===== config.mk =====
export PLATFORM = sky130hd
export DESIGN_NAME = vga_timing_gen
export DESIGN_NICKNAME = d
export VERILOG_FILES = /design/src/rtl/vga_timing_gen.sv
export SDC_FILE = /design/constraint.sdc
export NUM_CORES = 1
export LEC_CHECK = 0
export ABC_AREA = 1
export CAP_MARGIN = 20
export CORE_MARGIN = 3
export CORE_UTILIZATION = 50
export DETAILED_ROUTE_END_ITERATION = 12
export PLACE_DENSITY_LB_ADDON = 0.1
export REMOVE_ABC_BUFFERS = 1
export SLEW_MARGIN = 20
export SYNTH_ARGS = -nofsm -noshare
export SYNTH_HDL_FRONTEND = slang
export SYNTH_SLANG_ARGS = --single-unit

===== constraint.sdc =====
create_clock -name clk_i -period 3.03 [get_ports clk_i]
set_input_delay 0.606 -clock clk_i [delete_from_list [all_inputs] [get_ports clk_i]]
set_output_delay 0.606 -clock clk_i [all_outputs]
set_load 0.03 [all_outputs]

===== src/rtl/vga_timing_gen.sv =====
// vga_timing_gen: parametrised VESA-style raster timing (sync, active, coordinates, strobes)
// Latency: hsync/vsync/active follow the counters, delayed by PIPE_DLY pixel ticks; strobes same cycle as tick
// Backpressure: none; en_i low freezes divider, counters and delay line
module vga_timing_gen #(
  parameter int H_ACTIVE = 640,
  parameter int H_FP     = 16,
  parameter int H_SYNC   = 96,
  parameter int H_BP     = 48,
  parameter int V_ACTIVE = 480,
  parameter int V_FP     = 10,
  parameter int V_SYNC   = 2,
  parameter int V_BP     = 33,
  parameter int H_POL    = 0,
  parameter int V_POL    = 0,
  parameter int DIV      = 4,
  parameter int PIPE_DLY = 0,
  parameter int CW       = 10
) (
  input  logic          clk_i,
  input  logic          rst_ni,
  input  logic          en_i,
  output logic          pix_en_o,
  output logic          hsync_o,
  output logic          vsync_o,
  output logic          disp_active,
  output logic [CW-1:0] xcol_o,
  output logic [CW-1:0] yrow_o,
  output logic          line_start_o,
  output logic          frame_start_o
);

  localparam int H_TOTAL = H_ACTIVE + H_FP + H_SYNC + H_BP;
  localparam int V_TOTAL = V_ACTIVE + V_FP + V_SYNC + V_BP;
  localparam int DW      = (DIV > 1) ? $clog2(DIV) : 1;
  localparam int PW      = PIPE_DLY + 1;
  localparam logic HP    = (H_POL != 0);
  localparam logic VP    = (V_POL != 0);
  localparam logic [DW-1:0] DIV_LAST = DW'(DIV - 1);
  localparam logic [CW-1:0] X_LAST   = CW'(H_TOTAL - 1);
  localparam logic [CW-1:0] Y_LAST   = CW'(V_TOTAL - 1);

  logic [DW-1:0] r_div_cnt;
  logic [CW-1:0] r_xcol;
  logic [CW-1:0] r_yrow;
  logic [PW-1:0] r_hs_pipe;
  logic [PW-1:0] r_vs_pipe;
  logic [PW-1:0] r_act_pipe;

  logic          w_div_last;
  logic          w_x_wrap;
  logic [CW-1:0] w_x_next;
  logic [CW-1:0] w_y_next;
  logic          w_act_nxt;
  logic          w_hs_nxt;
  logic          w_vs_nxt;

  // Reset gates the tick so nothing strobes while held in reset, even with DIV=1.
  assign w_div_last = (r_div_cnt == DIV_LAST);
  assign pix_en_o   = rst_ni & en_i & w_div_last;

  // Counter successors; the registered decode is taken from these so that with
  // PIPE_DLY=0 the sync/active outputs line up with the coordinates they describe.
  assign w_x_wrap = (r_xcol == X_LAST);
  assign w_x_next = w_x_wrap ? '0 : r_xcol + 1'b1;
  assign w_y_next = w_x_wrap ? ((r_yrow == Y_LAST) ? '0 : r_yrow + 1'b1) : r_yrow;

  assign w_act_nxt = (int'(w_x_next) < H_ACTIVE) && (int'(w_y_next) < V_ACTIVE);
  assign w_hs_nxt  = ((int'(w_x_next) >= H_ACTIVE + H_FP) &&
                      (int'(w_x_next) <  H_ACTIVE + H_FP + H_SYNC)) ? HP : ~HP;
  assign w_vs_nxt  = ((int'(w_y_next) >= V_ACTIVE + V_FP) &&
                      (int'(w_y_next) <  V_ACTIVE + V_FP + V_SYNC)) ? VP : ~VP;

  // Pixel-tick divider: counts enabled clocks, wraps on the tick.
  always_ff @(posedge clk_i) begin
    if (!rst_ni) begin
      r_div_cnt <= '0;
    end else if (en_i) begin
      r_div_cnt <= w_div_last ? '0 : r_div_cnt + 1'b1;
    end
  end

  // Raster counters advance once per pixel tick; y steps on the x wrap.
  always_ff @(posedge clk_i) begin
    if (!rst_ni) begin
      r_xcol <= '0;
      r_yrow <= '0;
    end else if (pix_en_o) begin
      r_xcol <= w_x_next;
      r_yrow <= w_y_next;
    end
  end

  // Delay line for sync/active: stage 0 holds the current decode, stage k the decode k ticks ago.
  always_ff @(posedge clk_i) begin
    if (!rst_ni) begin
      r_hs_pipe  <= {PW{~HP}};
      r_vs_pipe  <= {PW{~VP}};
      r_act_pipe <= '0;
    end else if (pix_en_o) begin
      r_hs_pipe  <= (r_hs_pipe  << 1) | PW'(w_hs_nxt);
      r_vs_pipe  <= (r_vs_pipe  << 1) | PW'(w_vs_nxt);
      r_act_pipe <= (r_act_pipe << 1) | PW'(w_act_nxt);
    end
  end

  assign hsync_o     = r_hs_pipe[PIPE_DLY];
  assign vsync_o     = r_vs_pipe[PIPE_DLY];
  assign disp_active = r_act_pipe[PIPE_DLY];
  assign xcol_o      = r_xcol;
  assign yrow_o      = r_yrow;

  // Strobes are undelayed and only ever one clk wide because they ride on the tick.
  assign line_start_o  = pix_en_o & (r_xcol == '0);
  assign frame_start_o = line_start_o & (r_yrow == '0);

endmodule


==> results.py, run 1 <==
metrics = {
    "status": {
        "status": "completed",
    },
    "logic_synthesis": {
        "yosysWarnings": 0,
        "synth.avg_cell_area_sq_um": 6.373,
        "postSynthCellCount": 247,
        "synthDistinctLibCells": 28,
        "synth-edff-count": 0,
        "netlist_area_sq_mm": 0.001574,
        "yosys_most_used_dff": "dfxtp_1",
        "synth-async-reset-ratio": 0,
        "ys_ff_latch": 25,
        "synth_top_area_share": 0.3180,
        "ys_seq_area_frac": 0.3180,
        "synth_top_area_cell": "dfxtp_1",
        "synth_area_leaders": "dfxtp_1, nand2_1, nor2_1, inv_1, nand3_1",
    },
    "worst_setup_path": {
        "worst-setup-path-type": "in2out",
        "worstReg2RegEnd": "vsync_o$_SDFFE_PN1P_",
        "arrival_ns": 2.26,
        "setup.worst_path.end": "frame_start_o",
        "slowest_delay_ns": 0.53,
        "r2r-start": "xcol_o[1]$_SDFFE_PN0P_",
        "crit_family": "simple AND/OR/NAND/NOR gates",
        "cp-start-kind": "input pin",
        "critPathLaunch": "en_i",
        "worstSetupEndpointType": "output port",
        "path_buf_inv": 3,
        "critPathSlowestCell": "clkdlybuf4s50_1",
        "r2r_slack_ns": 0.98,
        "crit_chain": "clkdlybuf4s50_1, nand2_1, nor2_2, inv_2, nor3_1, nor3b_1, buf_4",
        "worstPathRequired_ns": 2.42,
        "r2r_cells": 12,
        "cp.depth": 7,
        "path_max_fanout": 5,
    },
    "cells_and_area": {
        "drive_gt1_frac": 0.07914,
        "fin_nets": 287,
        "n_antenna_cell": 0,
        "mostFrequentLayoutCells": "nand2_1, nor2_1, inv_1, dfxtp_1, clkdlybuf4s50_1",
        "seqCellArea_sq_um": 500.5,
        "fillCellCount": 282,
        "stdcell_area_sq_mm": 0.001926,
        "final_common_cell": "nand2_1",
        "fin_util": 0.6694,
        "synthToLayoutAreaGrowth_pct": 22.34,
        "multi_input_area_sq_um": 915.9,
    },
    "sta": {
        "worst_slew_pin_slew_ns": 0.4168,
        "setup_violations": 0,
        "finClkSkew_ns": 0.001298,
        "fin_crit_sh": 0.9462,
        "fin_crit_ns": 2.867,
        "max_freq_mhz": 348.8,
        "slew_violations": 0,
        "hold_viol": 0,
        "max_slew_margin": 0.7192,
        "rsz0062_at_grt": "no",
        "whs_ns": 0.4968,
    },
    "run": {
        "max_cap_viol_count": 0,
    },
    "power": {
        "power.leakage_nw": 0.8564,
        "power_density_mw_per_mm2": 277.8,
        "ir_drop_uv": 224.4,
    },
    "clocking": {
        "cts_hold_buf": 0,
        "cts_max_level": 1,
        "cts_tree": "built",
        "clk_latency_ns": 0.31,
        "cts_root_buf": "clkbuf_4",
        "post-cts-setup-buffers": 0,
        "clockBufferDepth": 2,
        "clkSinkCount": 25,
        "cts_buffers": 3,
        "path_clk_slew_ns": 0.13,
        "cts_resized": 0,
    },
    "floorplanning": {
        "die_w_um": 62.11,
        "die_y_um": 62.11,
        "placementRows": 19,
        "coreArea_sq_mm": 0.002877,
        "dieArea_sq_mm": 0.003857,
        "boundaryPins": 29,
        "start_util": 0.5472,
    },
    "drt": {
        "wirelength_mm": 3.953,
        "vias": 1662,
        "wl_per_cell_um": 12.35,
        "drtIter0Drc": 157,
        "drt_first_pass_iters": 5,
        "routed_via_density": 5.194,
        "drc": 0,
        "antenna_left": 0,
    },
    "hold_path": {
        "holdPathStages": 2,
        "hold_class": "reg2reg",
    },
    "placed_design": {
        "post-dp-hpwl_mm": 2.988,
        "port_buffers": 28,
        "gp_congestion": 0.9413,
        "dpl_cell_area_sq_mm": 0.001899,
    },
    "global_routing": {
        "grt_max_degree": 16,
        "grt_use_total": 0.2103,
        "grt_first_pass_wirelength_mm": 6.810,
        "antenna_found_initial": 0,
        "globalRouteOverflowTotal": 0,
        "grt_pass1_vias": 1470,
    },
}
-- through the flow --
step	instances	worst slack, ns	TNS (ns)	power, mW
detailed placement	316	0.1917	0	0.3932
floorplan	243	-0.6630	-0.6630	0.3739
global route	320	0.08494	0	0.5611
CTS	320	0.1956	0	0.5441
finish	320	0.1631	0	0.5350
global placement	316	0.3023	0	0.3928
-- kinds of logic (layout without fill, tap and decap cells) --
family / count (synthesis) / in the layout / synth area share
buf+inv: 40 / 71 / 0.1002
compound gates: 37 / 37 / 0.1328
xor+xnor: 3 / 3 / 0.01670
simple gates: 137 / 137 / 0.3927
flops: 25 / 25 / 0.3180
fa+ha+maj: 5 / 5 / 0.03975
-- metal layers --
| layer | track usage | share of wire | wire length, um | up-vias |
|---|---|---|---|---|
| li1 | - | - | - | 862 |
| met1 | 0.3155 | 0.50 | 1974 | 733 |
| met5 | 0 | 0 | 0 | - |
| met3 | 0.02342 | 0.067 | 266 | 2 |
| met2 | 0.3212 | 0.43 | 1693 | 65 |
| met4 | 0.04972 | 0.0048 | 19 | 0 |
-- area by class of cell --
| type | instances | area share |
|---|---|---|
| Inverter | 36 | 0.07018 |
| Clock buffer | 4 | 0.01365 |
| Tap cell | 42 | 0.02729 |
| Timing Repair Buffer | 31 | 0.1533 |
| Sequential cell | 25 | 0.2599 |
| Multi-Input combinational cell | 182 | 0.4756 |
-- synth_stat cells (2+ instances only) --
master / count
nor2_1: 34
nand4_1: 9
ha_1: 5
o22ai_1: 7
clkbuf_1: 3
nor2_2: 2
o21ai_0: 15
nor3_1: 2
o21ai_1: 2
inv_2: 4
inv_1: 32
nand2_2: 2
nand2_1: 65
dfxtp_1: 25
a21oi_1: 9
nand3_1: 18
xor2_1: 2
-- worst min-delay path by stage --
stage / start / to / slack, ns
after floorplan: r_div_cnt[0]$_SDFFE_PN0P_ / r_div_cnt[0]$_SDFFE_PN0P_ / 0.50
after global placement: disp_active$_SDFFE_PN0P_ / disp_active$_SDFFE_PN0P_ / 0.47
after detailed placement: disp_active$_SDFFE_PN0P_ / disp_active$_SDFFE_PN0P_ / 0.47
after CTS: vsync_o$_SDFFE_PN1P_ / vsync_o$_SDFFE_PN1P_ / 0.50
after global routing: disp_active$_SDFFE_PN0P_ / disp_active$_SDFFE_PN0P_ / 0.52
final: vsync_o$_SDFFE_PN1P_ / vsync_o$_SDFFE_PN1P_ / 0.50
-- sequential cells by signal, summed over array words and instances, names as in the netlist --
signal,count
r_div_cnt,2
vsync_o,1
xcol_o,10
yrow_o,10
hsync_o,1
disp_active,1
-- where the power goes --
| part | switching (mW) | internal [mW] | leakage, nW |
|---|---|---|---|
| registers | 0.00500 | 0.334 | 0.202 |
| clock network | 0.0976 | 0.0514 | 0.0150 |
| logic | 0.0288 | 0.0179 | 0.639 |
-- tightest hold or removal path: stages (launching register included) --
cell and delay, ns:
dfxtp_1 0.35, nor2_1 0.05, nor2_1 0.08
(Power assumes the default switching activity.)
==> run 2, diff against run 1 <==
--- a/config.mk
+++ b/config.mk
@@ -14,2 +14,3 @@
 export REMOVE_ABC_BUFFERS = 1
+export SKIP_LAST_GASP = 1
 export SLEW_MARGIN = 20
--- a/constraint.sdc
+++ b/constraint.sdc
@@ -3,2 +3,2 @@
 set_output_delay 0.606 -clock clk_i [all_outputs]
-set_load 0.03 [all_outputs]
+set_load 0.02 [all_outputs]
==> run 2 against run 1 <==
Routed wire length shrank 0.40%. Final area is 2.0% higher. Clock skew rose by 0.0029 ns. Die area did not move. Final cell count is 1.3% higher. Combinational power about the same. Hold slack got worse by 0.0041 ns. Non-clock buffer count rose by 4. Critical path depth unchanged. Sequential power barely moved. Critical path type unchanged. Largest cell class unchanged. Clock-buffer cell count stayed put.
==> results.py, run 2 (synthesized netlist as in run 1, its figures left out) <==
metrics = {
    "clocking": {
        "cts_hold_buf": 0,
        "cts_tree": "built",
        "clk_latency_ns": 0.31,
        "cts_root_buf": "clkbuf_4",
        "clockBufferDepth": 2,
        "path_clk_slew_ns": 0.14,
        "cts_buffers": 3,
        "cts_max_level": 1,
        "clkSinkCount": 25,
    },
    "floorplanning": {
        "dieArea_sq_mm": 0.003857,
        "die_y_um": 62.11,
        "boundaryPins": 29,
        "placementRows": 19,
        "coreArea_sq_mm": 0.002877,
        "start_util": 0.5472,
        "die_w_um": 62.11,
    },
    "worst_setup_path": {
        "worstSetupEndpointType": "output port",
        "worstReg2RegEnd": "vsync_o$_SDFFE_PN1P_",
        "path_max_fanout": 2,
        "r2r-start": "xcol_o[0]$_SDFFE_PN0P_",
        "r2r_cells": 12,
        "r2r_slack_ns": 0.99,
        "arrival_ns": 2.22,
        "worstPathRequired_ns": 2.42,
        "worst-setup-path-type": "in2out",
        "cp-start-kind": "input pin",
    },
    "hold_path": {
        "hold_class": "reg2reg",
        "holdPathStages": 2,
        "min_to": "disp_active$_SDFFE_PN0P_",
        "worstHoldStart": "disp_active$_SDFFE_PN0P_",
    },
    "drt": {
        "routed_via_density": 5.102,
        "antenna_left": 0,
        "wl_per_cell_um": 12.15,
        "vias": 1653,
        "drtIter0Drc": 128,
        "wirelength_mm": 3.937,
        "drc": 0,
        "drt_first_pass_iters": 5,
    },
    "global_routing": {
        "antenna_found_initial": 0,
        "grt_use_met1": 0.3036,
        "grtUsageMet2": 0.3414,
        "grt_use_total": 0.2115,
        "grt_pass1_vias": 1506,
        "grt_first_pass_wirelength_mm": 6.858,
        "globalRouteOverflowTotal": 0,
        "grt_max_degree": 16,
        "busiest_layer": "met2",
        "use_met3": 0.02703,
    },
    "sta": {
        "fin_crit_sh": 0.9335,
        "finClkSkew_ns": 0.004208,
        "layout_setup_ws_ns": 0.2015,
        "worst_slew_pin_slew_ns": 0.3927,
        "setup_violations": 0,
        "max_freq_mhz": 353.5,
        "tns_ns": 0,
        "max_slew_margin": 0.7379,
        "fin_crit_ns": 2.829,
        "rsz0062_at_grt": "no",
        "slew_violations": 0,
        "hold_viol": 0,
    },
    "cells_and_area": {
        "synthToLayoutAreaGrowth_pct": 24.80,
        "mostFrequentLayoutCells": "nand2_1, nor2_1, inv_1, clkdlybuf4s50_1, dfxtp_1",
        "fin_nets": 291,
        "n_antenna_cell": 0,
        "final_common_cell": "nand2_1",
        "drive_gt1_frac": 0.08156,
    },
    "placed_design": {
        "port_buffers": 28,
        "post-dp-hpwl_mm": 2.935,
        "detailedPlace.worstSlack_ns": -0.08377,
        "gp_congestion": 0.9022,
    },
    "run": {
        "max_cap_viol_count": 0,
    },
    "power": {
        "ir_drop_uv": 213.1,
        "power_density_mw_per_mm2": 274.2,
        "power.leakage_nw": 0.8929,
    },
    "status": {
        "status": "completed",
    },
}
run 2: cell count changes in the layout (fill, tap and decap cells not counted):
cell / delta
buf_4: +1
clkdlybuf4s50_1: +1
dlygate4sd2_1: +1
dlymetal6s2s_1: +1
run 2: worst max-delay path by stage:
stage	start	endpoint	slack, ns	cells past startpoint
5_1_grt	rst_ni	frame_start_o	0.13	7
3_5_place_dp	rst_ni	frame_start_o	-0.08	7
4_1_cts	rst_ni	line_start_o	0.05	7
2_1_floorplan	en_i	frame_start_o	-0.15	5
3_3_place_gp	rst_ni	frame_start_o	-0.04	7
6_report	rst_ni	frame_start_o	0.20	7
run 2: area by class of cell:
type	count	area [sq um]
Fill cell	274	912.1
Timing Repair Buffer	35	334.1
Clock buffer	4	26.28
Inverter	36	135.1
Multi-Input combinational cell	182	915.9
Sequential cell	25	500.5
Tap cell	42	52.55
run 2: critical path, stage by stage:
cell and delay, ns:
clkdlybuf4s50_1 0.51, inv_2 0.05, nor2_2 0.13, inv_2 0.05, nor3_1 0.28, nor3b_1 0.23, dlygate4sd2_1 0.37
run 2: metrics by stage:
step | hold slack, ns | area (sq um) | utilization | std cells | total power [mW]
6_report | 0.4927 | 1964 | 0.6829 | 324 | 0.5386
5_1_grt | 0.5214 | 1964 | 0.6829 | 324 | 0.5605
4_1_cts | 0.4899 | 1962 | 0.6820 | 324 | 0.5425
3_5_place_dp | 0.4610 | 1937 | 0.6733 | 320 | 0.3932
3_3_place_gp | 0.4644 | 1937 | 0.6733 | 320 | 0.3925
2_1_floorplan | 0.4973 | 1551 | - | 243 | 0.3715
run 2: timing repair:
action | CTS | global route
gates resized for setup | 1 | 1
buffers inserted | 0 | 0
setup endpoints to repair | 1 | 1
run 2: metal layers:
metal / routed length (um) / up-vias
met5: 0 / -
met4: 21 / 0
met1: 2007 / 724
li1: - / 872
met3: 242 / 2
met2: 1665 / 55
run 2: power by group:
group          leakage [nW]  internal, mW  switching [mW]  total (mW)
Sequential            0.202         0.334         0.00493       0.339
Clock                0.0150        0.0514           0.102       0.153
Combinational         0.676        0.0201          0.0263      0.0465
Total                 0.893         0.406           0.133       0.539
==> run 3, diff against run 2 <==
- CTS_CLUSTER_DIAMETER: unset -> 60
- GPL_TIMING_DRIVEN: unset -> 0
==> run 3 against run 2 <==
Clock power is 6% higher. Clock skew is 0.00071 ns higher. Largest power group unchanged. Flip-flop and latch count stayed put. Combinational power is 5.4% lower. Sequential share of layout area is 0.48 points higher. Critical endpoint is now pix_en_o. Non-clock buffer count is 6 lower. First-iteration DRC count is 41% higher. Via count is 1.3% higher. Sequential power hardly changed.
==> results.py, run 3 (synthesized netlist as in run 1, its figures left out) <==
metrics = {
    "status": {
        "status": "completed",
    },
    "sta": {
        "slew_violations": 0,
        "finClkSkew_ns": 0.004921,
        "fin_crit_sh": 0.9543,
        "setup_violations": 0,
        "whs_ns": 0.5059,
        "max_freq_mhz": 345.8,
        "hold_viol": 0,
        "layout_setup_ws_ns": 0.1383,
        "worst_slew_pin_slew_ns": 0.4000,
        "fin_crit_ns": 2.892,
        "rsz0062_at_grt": "no",
        "max_slew_margin": 0.7330,
    },
    "floorplanning": {
        "placementRows": 19,
        "die_y_um": 62.11,
        "die_w_um": 62.11,
        "coreArea_sq_mm": 0.002877,
        "boundaryPins": 29,
        "dieArea_sq_mm": 0.003857,
        "start_util": 0.5472,
    },
    "clocking": {
        "cts_buffers": 3,
        "clockBufferDepth": 2,
        "clk_latency_ns": 0.34,
        "clkSinkCount": 25,
        "path_clk_slew_ns": 0.15,
        "cts_root_buf": "clkbuf_4",
        "cts_max_level": 1,
        "cts_hold_buf": 0,
        "cts_tree": "built",
    },
    "placed_design": {
        "placedCellCount": 313,
        "gp_congestion": 0.9069,
        "port_buffers": 28,
        "dpl_cell_area_sq_mm": 0.001884,
        "post-dp-hpwl_mm": 2.885,
        "detailedPlace.worstSlack_ns": -0.9763,
    },
    "worst_setup_path": {
        "path_common_cell": "clkdlybuf4s50_1",
        "worstSetupEndpointType": "output port",
        "cp-start-kind": "input pin",
        "path_max_fanout": 13,
        "worst-setup-path-type": "in2out",
        "slowest_delay_ns": 0.62,
        "worstPathRequired_ns": 2.42,
        "critPathSlowestCell": "clkdlybuf4s50_1",
        "arrival_ns": 2.29,
        "crit_chain": "clkdlybuf4s50_1, nand2_2, nor2_4, buf_4, clkdlybuf4s50_1",
    },
    "run": {
        "max_cap_viol_count": 0,
    },
    "drt": {
        "wirelength_mm": 3.951,
        "vias": 1674,
        "routed_via_density": 5.264,
        "antenna_left": 0,
        "wl_per_cell_um": 12.42,
        "drc": 0,
        "drtIter0Drc": 180,
        "drt_first_pass_iters": 4,
    },
    "cells_and_area": {
        "fillCellCount": 281,
        "drive_gt1_frac": 0.07609,
        "mostFrequentLayoutCells": "nand2_1, nor2_1, inv_1, dfxtp_1, clkdlybuf4s50_1",
        "final_common_cell": "nand2_1",
        "synthToLayoutAreaGrowth_pct": 22.50,
        "finalNonFillerCells": 318,
        "n_antenna_cell": 0,
        "fin_nets": 285,
        "stdcell_area_sq_mm": 0.001928,
    },
    "global_routing": {
        "grt_first_pass_wirelength_mm": 7.058,
        "grt_pass1_vias": 1539,
        "grt_max_degree": 17,
        "antenna_found_initial": 0,
        "globalRouteOverflowTotal": 0,
        "grt_use_total": 0.2182,
    },
    "power": {
        "power.leakage_nw": 0.8598,
        "power_frac_seq": 0.622,
        "ir_drop_uv": 252.6,
        "power_density_mw_per_mm2": 283.0,
        "clockPowerShare": 0.297,
        "internal-power_mw": 0.4010,
        "power.switching_mw": 0.1447,
        "combPwrFrac": 0.081,
        "swShare": 0.2651,
    },
    "hold_path": {
        "hold_class": "reg2reg",
    },
}
run 3: worst max-delay path: cells and delay by family:
kind	cells	cell delay (ns)
AND/OR/NAND/NOR	2	0.30
buffers and inverters	3	1.38
run 3: per-layer routing:
layer	up-vias	part of all wire	GRT usage	wire length, um
met4	0	0.013	0.06630	53
met2	82	0.44	0.3522	1747
met3	5	0.072	0.02703	286
met5	-	0	0	0
li1	858	-	-	-
met1	729	0.47	0.3040	1864
run 3: final cells by class:
type / instances / area, sq um / area share
repair buffers: 29 / 284.0 / 0.1473
well taps: 42 / 52.55 / 0.02726
multi-input cells: 182 / 928.4 / 0.4815
clock inverters: 1 / 5.005 / 0.002596
flip-flops and latches: 25 / 500.5 / 0.2596
clock buffers: 3 / 22.52 / 0.01168
inverters: 36 / 135.1 / 0.07008
run 3: worst paths after layout:
check	start	endpoint	slack, ns	cells after the start
worst max-delay path	en_i	pix_en_o	0.14	5
worst min-delay path	vsync_o$_SDFFE_PN1P_	vsync_o$_SDFFE_PN1P_	0.51	2
worst max register to register	xcol_o[0]$_SDFFE_PN0P_	vsync_o$_SDFFE_PN1P_	0.99	12
worst min register to register	vsync_o$_SDFFE_PN1P_	vsync_o$_SDFFE_PN1P_	0.51	2
run 3: power by group through the flow:
| stage | sequential (mW) | combinational, mW | clock [mW] |
|---|---|---|---|
| floorplan | 0.349 | 0.0227 | 0 |
| global placement | 0.346 | 0.0416 | 0 |
| detailed placement | 0.347 | 0.0421 | 0 |
| CTS | 0.340 | 0.0433 | 0.162 |
| global route | 0.340 | 0.0492 | 0.172 |
| finish | 0.339 | 0.0440 | 0.162 |
run 3: per-stage QoR:
step                      utilization  total power [mW]  setup TNS [ns]
after CTS                      0.6699            0.5450        -0.05665
after global placement         0.6551            0.3880          -1.832
after global routing           0.6703            0.5615               0
final                          0.6703            0.5457               0
after detailed placement       0.6551            0.3888          -1.939
after floorplan                     -            0.3715         -0.1510
run 3: what timing repair did:
action / CTS / global route
setup buffers: 1 / 0
hold endpoints to repair: 0 / 0
setup endpoints to repair: 3 / 2
cloned: 0 / 0
gates resized for setup: 4 / 5
pin swaps: 1 / 0
